==> config.mk <==
export PLATFORM = sky130hd
export DESIGN_NAME = iterative_alu
export DESIGN_NICKNAME = d
export VERILOG_FILES = /design/src/rtl/iterative_alu.sv
export SDC_FILE = /design/constraint.sdc
export NUM_CORES = 1
export LEC_CHECK = 0
export BUFFER_PORTS_ARGS = -buffer_cell sky130_fd_sc_hd__buf_2
export CAP_MARGIN = 20
export CELL_PAD_IN_SITES_DETAIL_PLACEMENT = 1
export CELL_PAD_IN_SITES_GLOBAL_PLACEMENT = 1
export CORE_UTILIZATION = 50
export CTS_BUF_LIST = sky130_fd_sc_hd__clkbuf_8
export CTS_CLUSTER_SIZE = 25
export DETAILED_ROUTE_END_ITERATION = 8
export HOLD_SLACK_MARGIN = 0.12
export PLACE_DENSITY_LB_ADDON = 0.08
export RECOVER_POWER = 25
export SLEW_MARGIN = 20
export SYNTH_ARGS = -nofsm -noshare
export SYNTH_HDL_FRONTEND = slang
export SYNTH_SLANG_ARGS = --single-unit
export TNS_END_PERCENT = 30
==> constraint.sdc <==
create_clock -name clk -period 3.75 [get_ports clk]
set_input_delay 0.1875 -clock clk [delete_from_list [all_inputs] [get_ports clk]]
set_output_delay 0.1875 -clock clk [all_outputs]
set_load 0.02 [all_outputs]
==> src/rtl/iterative_alu.sv <==
// iterative_alu: registered execute-stage ALU with compare, barrel shifts and a start/done handshake.
// Define ALU_MULDIV_EN to build the iterative shift-add multiplier and restoring divider (opcodes 10-15).
module iterative_alu #(
    parameter int WIDTH      = 32,
    parameter int SHIFT_BITS = 5
) (
    input  logic             clk,
    input  logic             reset,
    input  logic             start,
    input  logic [3:0]       operation,
    input  logic [WIDTH-1:0] leftOperand,
    input  logic [WIDTH-1:0] rightOperand,
    input  logic             signedComparison,
    input  logic [2:0]       comparisonOperation,
    output logic             ready,
    output logic             done,
    output logic [WIDTH-1:0] result,
    output logic             comparisonResult,
    output logic             divideByZero,
    output logic             illegalOperation
);

    typedef enum logic [1:0] {ST_IDLE, ST_MULTIPLY, ST_DIVIDE} state_t;

    localparam logic [3:0] OP_ADD  = 4'd0;
    localparam logic [3:0] OP_SUB  = 4'd1;
    localparam logic [3:0] OP_HIGH = 4'd2;
    localparam logic [3:0] OP_XOR  = 4'd3;
    localparam logic [3:0] OP_XNOR = 4'd4;
    localparam logic [3:0] OP_AND  = 4'd5;
    localparam logic [3:0] OP_OR   = 4'd6;
    localparam logic [3:0] OP_SHL  = 4'd7;
    localparam logic [3:0] OP_SHR  = 4'd8;
    localparam logic [3:0] OP_SAR  = 4'd9;

    state_t           state_q, state_d;
    logic [WIDTH-1:0] result_q, result_d;
    logic             cmp_q, cmp_d;
    logic             dbz_q, dbz_d;
    logic             illegal_q, illegal_d;
    logic             done_q, done_d;

    logic                  accept;
    logic [SHIFT_BITS-1:0] shamt;
    logic [WIDTH-1:0]      single_result;
    logic                  cmp_eq, cmp_lt, cmp_value;

`ifdef ALU_MULDIV_EN
    localparam logic [3:0] OP_MULU = 4'd11;

    logic [SHIFT_BITS-1:0] count_q, count_d;
    logic [WIDTH-1:0]      a_q, a_d;
    logic [WIDTH-1:0]      b_q, b_d;
    logic [WIDTH-1:0]      acc_q, acc_d;
    logic                  quot_neg_q, quot_neg_d;
    logic                  rem_neg_q, rem_neg_d;
    logic                  want_rem_q, want_rem_d;

    logic             signed_div, left_neg, right_neg;
    logic [WIDTH-1:0] left_mag, right_mag;
    logic [WIDTH-1:0] mul_acc_next;
    logic [WIDTH:0]   div_shifted, div_trial;
    logic             div_fits;
    logic [WIDTH-1:0] rem_next, quot_next, div_final;
`endif

    assign accept = start & (state_q == ST_IDLE);

    always_comb begin
        shamt = rightOperand[SHIFT_BITS-1:0];
        single_result = '0;
        case (operation)
            OP_ADD:  single_result = leftOperand + rightOperand;
            OP_SUB:  single_result = leftOperand - rightOperand;
            OP_HIGH: single_result = {rightOperand[WIDTH/2-1:0], {(WIDTH/2){1'b0}}};
            OP_XOR:  single_result = leftOperand ^ rightOperand;
            OP_XNOR: single_result = ~(leftOperand ^ rightOperand);
            OP_AND:  single_result = leftOperand & rightOperand;
            OP_OR:   single_result = leftOperand | rightOperand;
            OP_SHL:  single_result = leftOperand << shamt;
            OP_SHR:  single_result = leftOperand >> shamt;
            OP_SAR:  single_result = $unsigned($signed(leftOperand) >>> shamt);
            default: single_result = '0;
        endcase
    end

    always_comb begin
        cmp_eq = (leftOperand == rightOperand);
        // Sign of the (WIDTH+1)-bit extended difference, expressed as a compare of the extended operands.
        cmp_lt = $signed({signedComparison & leftOperand[WIDTH-1], leftOperand})
               < $signed({signedComparison & rightOperand[WIDTH-1], rightOperand});
        case (comparisonOperation)
            3'd0:    cmp_value = cmp_eq;
            3'd1:    cmp_value = ~cmp_eq;
            3'd2:    cmp_value = cmp_lt;
            3'd3:    cmp_value = cmp_eq | cmp_lt;
            3'd4:    cmp_value = ~cmp_eq & ~cmp_lt;
            3'd5:    cmp_value = ~cmp_lt;
            default: cmp_value = 1'b0;
        endcase
    end

`ifdef ALU_MULDIV_EN
    always_comb begin
        signed_div = ~operation[0];
        left_neg   = signed_div & leftOperand[WIDTH-1];
        right_neg  = signed_div & rightOperand[WIDTH-1];
        left_mag   = left_neg  ? -leftOperand  : leftOperand;
        right_mag  = right_neg ? -rightOperand : rightOperand;

        mul_acc_next = acc_q + (b_q[0] ? a_q : '0);

        // One restoring step: acc_q holds the partial remainder, a_q shifts dividend bits out and quotient bits in.
        div_shifted = {acc_q, a_q[WIDTH-1]};
        div_trial   = div_shifted - {1'b0, b_q};
        div_fits    = ~div_trial[WIDTH];
        rem_next    = div_fits ? div_trial[WIDTH-1:0] : div_shifted[WIDTH-1:0];
        quot_next   = {a_q[WIDTH-2:0], div_fits};

        if (want_rem_q) begin
            div_final = rem_neg_q ? -rem_next : rem_next;
        end else begin
            div_final = quot_neg_q ? -quot_next : quot_next;
        end
    end
`endif

    // NOTE: every signal assigned in this block gets a default first, so no path can infer a latch.
    always_comb begin
        state_d   = state_q;
        result_d  = result_q;
        cmp_d     = cmp_q;
        dbz_d     = dbz_q;
        illegal_d = illegal_q;
        done_d    = 1'b0;
`ifdef ALU_MULDIV_EN
        count_d    = count_q;
        a_d        = a_q;
        b_d        = b_q;
        acc_d      = acc_q;
        quot_neg_d = quot_neg_q;
        rem_neg_d  = rem_neg_q;
        want_rem_d = want_rem_q;
`endif

        case (state_q)
            ST_IDLE: begin
                if (accept) begin
                    cmp_d     = cmp_value;
                    dbz_d     = 1'b0;
                    illegal_d = 1'b0;
                    if (operation <= OP_SAR) begin
                        result_d = single_result;
                        done_d   = 1'b1;
                    end else begin
`ifdef ALU_MULDIV_EN
                        if (operation <= OP_MULU) begin
                            state_d = ST_MULTIPLY;
                            count_d = SHIFT_BITS'(WIDTH - 1);
                            a_d     = leftOperand;
                            b_d     = rightOperand;
                            acc_d   = '0;
                        end else if (rightOperand == '0) begin
                            result_d = operation[1] ? leftOperand : '1;
                            dbz_d    = 1'b1;
                            done_d   = 1'b1;
                        end else begin
                            state_d    = ST_DIVIDE;
                            count_d    = SHIFT_BITS'(WIDTH - 1);
                            a_d        = left_mag;
                            b_d        = right_mag;
                            acc_d      = '0;
                            quot_neg_d = left_neg ^ right_neg;
                            rem_neg_d  = left_neg;
                            want_rem_d = operation[1];
                        end
`else
                        result_d  = '0;
                        illegal_d = 1'b1;
                        done_d    = 1'b1;
`endif
                    end
                end
            end
`ifdef ALU_MULDIV_EN
            ST_MULTIPLY: begin
                acc_d = mul_acc_next;
                a_d   = a_q << 1;
                b_d   = b_q >> 1;
                if (count_q == '0) begin
                    state_d  = ST_IDLE;
                    result_d = mul_acc_next;
                    done_d   = 1'b1;
                end else begin
                    count_d = count_q - 1'b1;
                end
            end
            ST_DIVIDE: begin
                acc_d = rem_next;
                a_d   = quot_next;
                if (count_q == '0) begin
                    state_d  = ST_IDLE;
                    result_d = div_final;
                    done_d   = 1'b1;
                end else begin
                    count_d = count_q - 1'b1;
                end
            end
`endif
            default: state_d = ST_IDLE;
        endcase
    end

    // NOTE: state uses non-blocking assignments so every flop samples the pre-edge value of the others.
    always_ff @(posedge clk or posedge reset) begin
        if (reset) begin
            state_q   <= ST_IDLE;
            result_q  <= '0;
            cmp_q     <= 1'b0;
            dbz_q     <= 1'b0;
            illegal_q <= 1'b0;
            done_q    <= 1'b0;
`ifdef ALU_MULDIV_EN
            count_q    <= '0;
            a_q        <= '0;
            b_q        <= '0;
            acc_q      <= '0;
            quot_neg_q <= 1'b0;
            rem_neg_q  <= 1'b0;
            want_rem_q <= 1'b0;
`endif
        end else begin
            state_q   <= state_d;
            result_q  <= result_d;
            cmp_q     <= cmp_d;
            dbz_q     <= dbz_d;
            illegal_q <= illegal_d;
            done_q    <= done_d;
`ifdef ALU_MULDIV_EN
            count_q    <= count_d;
            a_q        <= a_d;
            b_q        <= b_d;
            acc_q      <= acc_d;
            quot_neg_q <= quot_neg_d;
            rem_neg_q  <= rem_neg_d;
            want_rem_q <= want_rem_d;
`endif
        end
    end

    assign ready            = (state_q == ST_IDLE);
    assign done             = done_q;
    assign result           = result_q;
    assign comparisonResult = cmp_q;
    assign divideByZero     = dbz_q;
    assign illegalOperation = illegal_q;

endmodule

==> After elaboration in Yosys (flattened, before gate mapping) <==
Index checks and enable logic that the tools add are counted.
{ "op_classes": {"n_addsub": 2, "n_lt_le_gt_ge": 2, "eq_ne": 15, "n_shift": 3, "muxes": 5, "bitwise_logic": 10, "n_reduce_logical": 2} }
{ "ops": {"columns": ["operator", "count"], "rows": [
  ["one-hot mux 32 bit (10 select lines)", 1],
  ["less-than comparator 33 bit", 1],
  ["adder 32 bit", 1],
  ["bitwise AND 32 bit", 1],
  ["equality test 32 bit", 1],
  ["two-way mux 32 bit", 1],
  ["inverter 32 bit", 1],
  ["OR 32 bit", 1],
  ["left shift 32 x 5 -> 32 bit", 1],
  [">> shifter 32 x 5 -> 32 bit", 1],
  [">>> shifter 32 x 5 -> 32 bit", 1],
  ["subtractor 32 bit", 1],
  ["bitwise XOR 32 bit", 1],
  ["equality test 4 x 3 -> 1 bit, second input constant", 4],
  ["equality test 4 x 2 -> 1 bit, second input constant", 2],
  ["equality test 4 bit, second input constant", 2],
  ["equality test 3 x 2 -> 1 bit, second input constant", 2],
  ["equality test 3 bit, second input constant", 2],
  ["one-hot mux 1 bit (6 select lines)", 1],
  ["equality test 4 x 1 -> 1 bit, second input constant", 1],
  ["<= comparator 4 bit, second input constant", 1],
  ["zero test 4 bit", 1],
  ["bitwise AND 1 bit", 3],
  ["equality test 3 x 1 -> 1 bit, second input constant", 1],
  ["other kinds (4)", 6]
]} }
{ "totals": {"ff_bits": 35, "out_inout_bits": 37} }

==> Longest topological paths before layout <==
Gate-level depths: netlist (run 1).
{ "logic_depth": {"depth_word": 5, "ltp_mapped": 15, "depth_no_buf": 11} }

==> Least setup slack after synthesis (run 1) <==
OpenSTA, ideal clock, no wires.
{ "synth_path": {"path_type": "input -> register", "startpoint": "in rightOperand[2]", "endpoint": "reg result_q[27] (netlist: result[27])", "setup_time_ns": 0.138, "arrival_ns": 3.388, "setup_slack_ns": 0.224, "stages": 15, "path_buffers": 5, "cell_sequence": "buf_2 > inv_1 > buf_2 > buf_2 > clkbuf_1 > ha_1 > buf_2 > nor2b_1 > a2111oi_0 > o21ai_0 > o21ai_0 > a211oi_1 > a21oi_1 > o32a_1 > a32oi_1"} }
{ "synth_via": {"elab_chain_len": 3, "word_cells_on_any_way": 7, "cone_classes": "add/sub (2); shift (3); mux (2)"} }
{ "synth_lines": {"columns": ["item", "line", "text"], "rows": [
  ["start, declared", "12", "input logic [WIDTH-1:0] rightOperand,"],
  ["subtractor 32 bit, or another cell as far along", "74", "OP_SUB: single_result = leftOperand - rightOperand;"],
  ["one-hot mux 32 bit (10 select lines) *", "72", "case (operation)"],
  ["two-way mux 32 bit *", "152", "if (operation <= OP_SAR) begin"],
  ["end signal, assigned", "234", "result_q <= result_d;"],
  ["end, declared", "37", "logic [WIDTH-1:0] result_q, result_d;"]
]} }
Mark *: on every way between the ends. The rest lies on a longest branch, timed or not.
A chain may end at the register's enable or synchronous reset.

==> Worst setup path after layout (run 1) <==
{ "layout_path": {"startpoint": "in leftOperand[18]", "endpoint": "reg result_q[29] (netlist: result[29])"} }
{ "layout_via": {"elab_chain_len": 3, "word_cells_on_any_way": 7, "cone_classes": "add/sub (2); shift (3); mux (2)"} }
{ "layout_lines": {"columns": ["item", "line", "text"], "rows": [
  ["start, declared", "11", "input logic [WIDTH-1:0] leftOperand,"],
  ["subtractor 32 bit, or another cell as far along", "74", null],
  ["one-hot mux 32 bit (10 select lines) *", "72", null],
  ["two-way mux 32 bit *", "152", null]
]} }
Marks and branches as above.

==> results of run 1 <==
[per-layer routing]
metal  track usage, %  vias up  share of wire, %
li1                 -     5618                 -
met3             17.9      337                15
met1             65.3     6567                36
met4             35.4        0               8.6
met5                0        -                 0
met2             76.3     1215                41
[placed cells by master (no fill, tap or decap), types with 20 or more instances in the layout]
cell,count
nor2_1,166
inv_1,114
a21oi_1,112
buf_2,107
o21ai_0,106
ha_1,99
nand2_1,93
buf_4,83
mux4_2,67
dfrtp_1,35
nand3_1,34
nor3_1,34
a211oi_1,30
mux2i_1,30
nor2b_1,23
o22ai_1,22
nor4_1,21
o211ai_1,20
a221oi_1,20
[layout make-up]
class	count	area share, %
antenna	2	0.0419
inverter	116	3.64
tap	275	2.88
timing repair buffer	195	10.2
multi-input combinational	1174	75.0
clock inverter	3	0.366
clock buffer	5	0.576
sequential	35	7.33
[power by group through the flow]
stage          clock network, mW  registers [mW]  logic (mW)
5_1_grt                    0.415           0.464        2.00
3_5_place_dp                   0           0.466        1.81
3_3_place_gp                   0           0.462        1.77
6_report                   0.402           0.460        1.92
2_1_floorplan                  0           0.517        1.07
4_1_cts                    0.401           0.458        1.83
[timing repair]
| item | CTS | global route |
|---|---|---|
| hold endpoints to repair | 35 | 0 |
| hold buffers | 1 | 0 |
| gates resized for setup | 0 | 0 |
[stage by stage]
stage               utilization [%]  total power [mW]  cell area (sq um)  std cells  setup WS [ns]
global route                   56.6              2.88              11900       1803          0.336
floorplan                         -              1.58              10800       1440          0.224
detailed placement             56.1              2.28              11800       1794          0.252
CTS                            56.6              2.68              11900       1803          0.586
global placement               56.1              2.24              11800       1794          0.229
finish                         56.7              2.78              12000       1805          0.317
[flip-flops by register name, indices dropped and copies added (netlist names)]
signal and count:
comparisonResult 1, done 1, illegalOperation 1, result 32
[worst max-delay path: cells and delay by family]
kind,cells,cell delay [ns]
AO/OA/AOI/OAI,4,1.88
adder cells (fa/ha/maj),1,0.55
buffers and inverters,3,0.50
AND/OR/NAND/NOR,3,0.54
[path summary, 6_finish.rpt]
path	endpoint	slack, ns	depth (start not counted)
min in group asynchronous	result[19]$_DFFE_PP0P_	1.29	4
worst min-delay path	comparisonResult$_DFFE_PP0P_	0.26	3
worst max register to register	result[29]$_DFFE_PP0P_	1.80	7
max in group asynchronous	result[29]$_DFFE_PP0P_	1.11	4
worst min register to register	result[3]$_DFFE_PP0P_	0.52	2
worst max-delay path	result[29]$_DFFE_PP0P_	0.32	11
[kinds of logic after synthesis]
logic type	after synthesis	synth area share, %
AO/OA/AOI/OAI	493	30.8
other	2	0.0697
AND/OR/NAND/NOR	456	19.9
multiplexers	110	19.3
adder cells (fa/ha/maj)	101	11.9
flip-flops	35	8.13
buffers and inverters	231	8.94
XOR/XNOR	12	0.975
==> impl_results.md, run 1 <==
- Yosys top cell area share: between 10% and 20%
- Post-Syn Instances: 1440
- Hpwl dp: 45300 um
- Top cells by area, synth: mux4_2, ha_1, dfrtp_1
- Unique masters post-synth: 80
- Number of I/O pins: 112
- Crit Path Max Fanout: 12
- Flops & latches, synth: 35
- Largest net degree at the start of global routing: 68
- Status: complete, but fails checks
- Static leakage: between 5 and 6 nW
- PwrDens: 233 nW/um^2
- Clock-pin slew on the worst setup and hold paths: ~0.09 ns
- Relative slew margins: -59.2%
- Post-CTS Setup Bufs: 0
- Worst-margin pin slew: 2.39 ns
- Global-route wire length before repair: 85500 um
- Critical Path Source: leftOperand[18]
- Final TNS setup: 0 ns
- Max Fclk: 0.291 GHz
- Layout cells sized above 1: between 10% and 20%
- Die ar.: 22100 sq um
- Max-cap viol count: 2
- Most used DFF post-synth: dfrtp_1
- Multi-input gate area: 8960 sq um
- Setup crit start kind: input port
- Gr usage total: ~52%
- DRC errors left: 0
- Total Routed Length: around 58000 um
- Failing checks: max-capacitance violations, max-slew violations
- CTS H-tree depth: 2
- Clk sinks: 35
- Int Power: ~1.3 mW
- GRT overflow: 0
- TritonCTS Buffers: 5
- Top cells by count, synth: nor2_1, inv_1, a21oi_1
- Top-count cell post-synth: nor2_1
- Final Max Tran Viols: between 60 and 70
- Area grow syn2layout: 10.9%
- Post-synth EDFFs: 0
- Fin crit share: ~90%
- Num rows: 53
- Syn Area/Cell: about 7.5 sq um
- Register area: roughly 900 sq um
- Yosys top cell by area: mux4_2
- Root Driver: clkbuf_8
- Sequential power share: 16.5%
- Initial Util: 51.1%
- Final #Nets: roughly 1700
- CP Capture Type: register
- Clk pwr share: between 10% and 20%
- Switching power total: about 1.5 mW
- Max incr delay on CP: 0.85 ns
- Final setup viols: 0
- Vias in the first global route: about 13000
- Critical-path top delay cell: a2111oi_0
- CTS tree: built
- Vias: ~14000
- Drt first pass iters: 8
- Routed Antenna Nets: 0
- Initial antenna violation count: 2
- RSZ-0062 raised after global routing: false
- Port buffer count: around 110
- Post-synth net total: between 1500 and 2000
- Sequential area share after synthesis: under 10%
- Hold path start: comparisonOperation[2]
- Max Clock Skew: 0 ns
- WP data required: between 3 and 4 ns
- FF-to-FF Start: result[29]$_DFFE_PP0P_
- Clk_lat worst skew: about 0.32 ns
- Core ar.: around 21000 sq um
- Final hold vios: 0
- Yosys warns: 0
- Final min period: between 3 and 4 ns
- CP Cell Sequence: buf_2 -> inv_1 -> ha_1 -> inv_1 -> a2111oi_0 -> o2111ai_1 -> nand3_1 -> nand3b_1 -> a2111oi_0 -> nor3_1 -> a32oi_1
- Routed len/inst: 32.1 um
- Setup CP Type: in -> reg
- Combinational share of power: between 60% and 70%
- Worst Hold Slack: ~0.26 ns
- Worst EP arrival: approximately 3.7 ns
- Final Wtd Congestion: around 1.1
- Async SR Flop Fraction: 100%
- Sw frac: between 50 and 60%
- Syn Std Cell Area: around 11000 sq um
- Number of fill cells: roughly 2700
- CTS max path bufs: 2
- Type of the most critical hold path: in -> reg
- Worst VDD drop: between 150 and 200 uV
- Die X: about 150 um
- Drt initial violations: about 1800
- Vias per cell: around 7.6
- Height of the die: 149 um
Note: power is estimated with default switching activity, not from simulation.
==> inputs of run 2 (changes only) <==
- CELL_PAD_IN_SITES_DETAIL_PLACEMENT: 1 -> unset
- CELL_PAD_IN_SITES_GLOBAL_PLACEMENT: 1 -> unset
- CORE_UTILIZATION: 50 -> 52
==> run 2 against run 1 <==
The flow still finishes with violations (max-capacitance violations, max-slew violations). Via count decreased by 4.8%. Cell count decreased by 1.2%. Wire length decreased by 10%. First-iteration DRC count increased by 6.4%. Total power decreased by 5.1%. Die area decreased by 3.8%. Register-to-register slack improved by 0.05 ns. Flip-flop and latch count unchanged. Critical endpoint is now result[30]$_DFFE_PP0P_.
==> impl_results.md, run 2 (synthesized netlist as in run 1, its figures left out) <==
- Clock-pin slew on the worst setup and hold paths: 0.09 ns (about the same)
- Height of the die: 146 um (-1.9%)
- Critical Path Source: leftOperand[3]
- Max incr delay on CP: 0.93 ns (+0.08 ns)
- Global-route wire length before repair: 77100 um (-9.8%)
- Gr usage total: 48.5% (-4.0 points)
- Drt initial violations: 1922 (+6.4%)
- Setup CP Type: in -> reg
- Relative slew margins: -56.4% (+2.8 points)
- DRC errors left: 0 (unchanged)
- Num rows: 52 (-1.9%)
- CP Capture Type: register
- Commonest non-fill, non-tap cell in the layout: nor2_1
- Final Max Tran Viols: 36 (-44%)
- Max-cap viol count: 1 (-1)
- Hold path cells: 3 (unchanged)
- Static leakage: 5.24 nW (-1.3%)
- Post-CTS Setup Bufs: 0 (unchanged)
- CP Cell Sequence: buf_2 -> inv_1 -> ha_1 -> nor2_1 -> a2111oi_0 -> o21ai_0 -> nand2b_1 -> a31oi_1 -> a41o_1 -> o31ai_1 -> o211ai_1
- Hold-fix buffer count after cts: 1 (unchanged)
- CP delay by family, top: compound AO/OA/AOI/OAI gates
- Number of I/O pins: 112 (unchanged)
- Setup crit start kind: input port
- WP data required: 3.95 ns (-0.04 ns)
- Switching power total: 1.39 mW (-6.4%)
- Hold path start: comparisonOperation[2]
- Int Power: 1.24 mW (-3.6%)
- Max Clock Skew: 0 ns (unchanged)
- GRT overflow: 0 (unchanged)
- RSZ-0062 raised after global routing: false
- Most frequent cells in the layout: nor2_1, inv_1, a21oi_1
- Combinational share of power: 69.2% (+0.2 points)
- Die ar.: 21300 sq um (-3.8%)
- Status: complete, but fails checks
- Post-Place Setup Slack: 0.287 ns (+0.0351 ns)
- Routed Antenna Nets: 0 (unchanged)
- Clk pwr share: 13.7% (-0.7 points)
- Setup slack on the worst flop-to-flop path: 1.85 ns (+0.05 ns)
- Final core utilization: 58.3% (+1.7 points)
- Max reg flops: 32 (unchanged)
- Root Driver: clkbuf_8
- Worst EP arrival: 3.54 ns (-0.13 ns)
- Worst Hold Endpoint: comparisonResult$_DFFE_PP0P_
- Crit Path Max Fanout: 11 (-1)
- TritonCTS Buffers: 5 (unchanged)
- Number of fill cells: 1969 (-28%)
- Final min period: 3.34 ns (-0.0949 ns)
- Critical-path top delay cell: a2111oi_0
- Initial antenna violation count: 1 (-1)
- Type of the most critical hold path: in -> reg
- Met1 Wirelength: 19400 um (-6.2%)
- Worst-margin pin slew: 2.35 ns (-0.0421 ns)
- Port buffer count: 109 (unchanged)
- Fin worst setup slack: 0.412 ns (+0.0949 ns)
- Final setup viols: 0 (unchanged)
- Largest net degree at the start of global routing: 73 (+7.4%)
- Final hold vios: 0 (unchanged)
- Final #Nets: 1689 (-0.82%)
- Top Metal Used: met5
- PwrDens: 223 nW/um^2 (-4.2%)
- FF-to-FF End: result[26]$_DFFE_PP0P_
- Met2 wire len: 21400 um (-8.8%)
- Resize count post-CTS: 0 (unchanged)
- Ant. Diodes: 0 (-2)
- Crit path buf inv count: 2 (-1)
- Initial Util: 53.1% (+2.0 points)
- Post-route cell area: 11800 sq um (-0.93%)
- Layout cells sized above 1: 18.5% (-0.81 points)
- Clk_lat worst skew: 0.33 ns (about the same)
- Clk sinks: 35 (unchanged)
- Vias per cell: 7.33 (-3.7%)
- Max Fclk: 0.300 GHz (+2.8%)
- Final TNS setup: 0 ns (unchanged)
- FF-to-FF path depth: 6 (-1)
- Drt first pass iters: 8 (unchanged)
- Area after DPL: 11700 sq um (-0.83%)
- Area grow syn2layout: 9.83%
- Sequential power share: 17.1% (+0.6 points)
- FF-to-FF Start: result[26]$_DFFE_PP0P_
- CTS tree: built
- Die X: 146 um (-1.9%)
- Vias in the first global route: 12159 (-8.5%)
- Sw frac: 52.8% (-0.74 points)
- CTS max path bufs: 2 (unchanged)
- Routed len/inst: 29.1 um (-9.3%)
- Vias: 13074 (-4.8%)
- Final Wtd Congestion: 1.06 (-3.3%)
- Total Routed Length: 52000 um (-10%)
- Fin crit share: 89.0% (-2.5 points)
- Worst VDD drop: 117 uV (-32%)
- Failing checks: max-capacitance violations, max-slew violations
- Hpwl dp: 40200 um (-11%)
- CTS H-tree depth: 2 (unchanged)
- WL met3: 6990 um (-20%)
- Core ar.: 20300 sq um (-3.7%)
## run 2: area by class of cell
| type | count | area [sq um] | area share (%) |
|---|---|---|---|
| Clock buffer | 7 | 96.3 | 0.814 |
| Clock inverter | 1 | 7.51 | 0.0634 |
| Inverter | 116 | 435 | 3.68 |
| Multi-Input combinational cell | 1174 | 8960 | 75.7 |
| Sequential cell | 35 | 876 | 7.40 |
| Tap cell | 270 | 338 | 2.85 |
| Timing Repair Buffer | 181 | 1120 | 9.47 |
## run 2: per-layer routing
layer  GRT usage, %  vias up
li1               -     5600
met2           71.2     1067
met4           31.5        2
met3           14.1      239
met1           62.0     6166
met5              0        -
## run 2: tightest hold or removal path, cell delays in order
cell and delay [ns]:
buf_2 0.11, o2111a_1 0.20, nor3_1 0.04
## run 2: power by group through the flow
stage	clock network, mW	logic, mW	registers [mW]
after global placement	0	1.73	0.457
after global routing	0.369	1.92	0.456
after detailed placement	0	1.74	0.458
after CTS	0.360	1.75	0.450
final	0.362	1.83	0.451
after floorplan	0	1.07	0.517
## run 2: worst max path at each step
| stage | end | slack [ns] | cells past startpoint |
|---|---|---|---|
| floorplan | result[27]$_DFFE_PP0P_ | 0.22 | 15 |
| global route | result[29]$_DFFE_PP0P_ | 0.42 | 11 |
| CTS | result[30]$_DFFE_PP0P_ | 0.62 | 11 |
| finish | result[30]$_DFFE_PP0P_ | 0.41 | 11 |
| global placement | result[30]$_DFFE_PP0P_ | 0.44 | 11 |
| detailed placement | result[30]$_DFFE_PP0P_ | 0.29 | 11 |
## run 2: through the flow
step | hold WS (ns) | cells | power [mW]
after floorplan | 0.219 | 1440 | 1.58
after global placement | 0.347 | 1774 | 2.19
after detailed placement | 0.360 | 1774 | 2.19
after CTS | 0.225 | 1783 | 2.56
after global routing | 0.247 | 1784 | 2.74
final | 0.248 | 1784 | 2.64
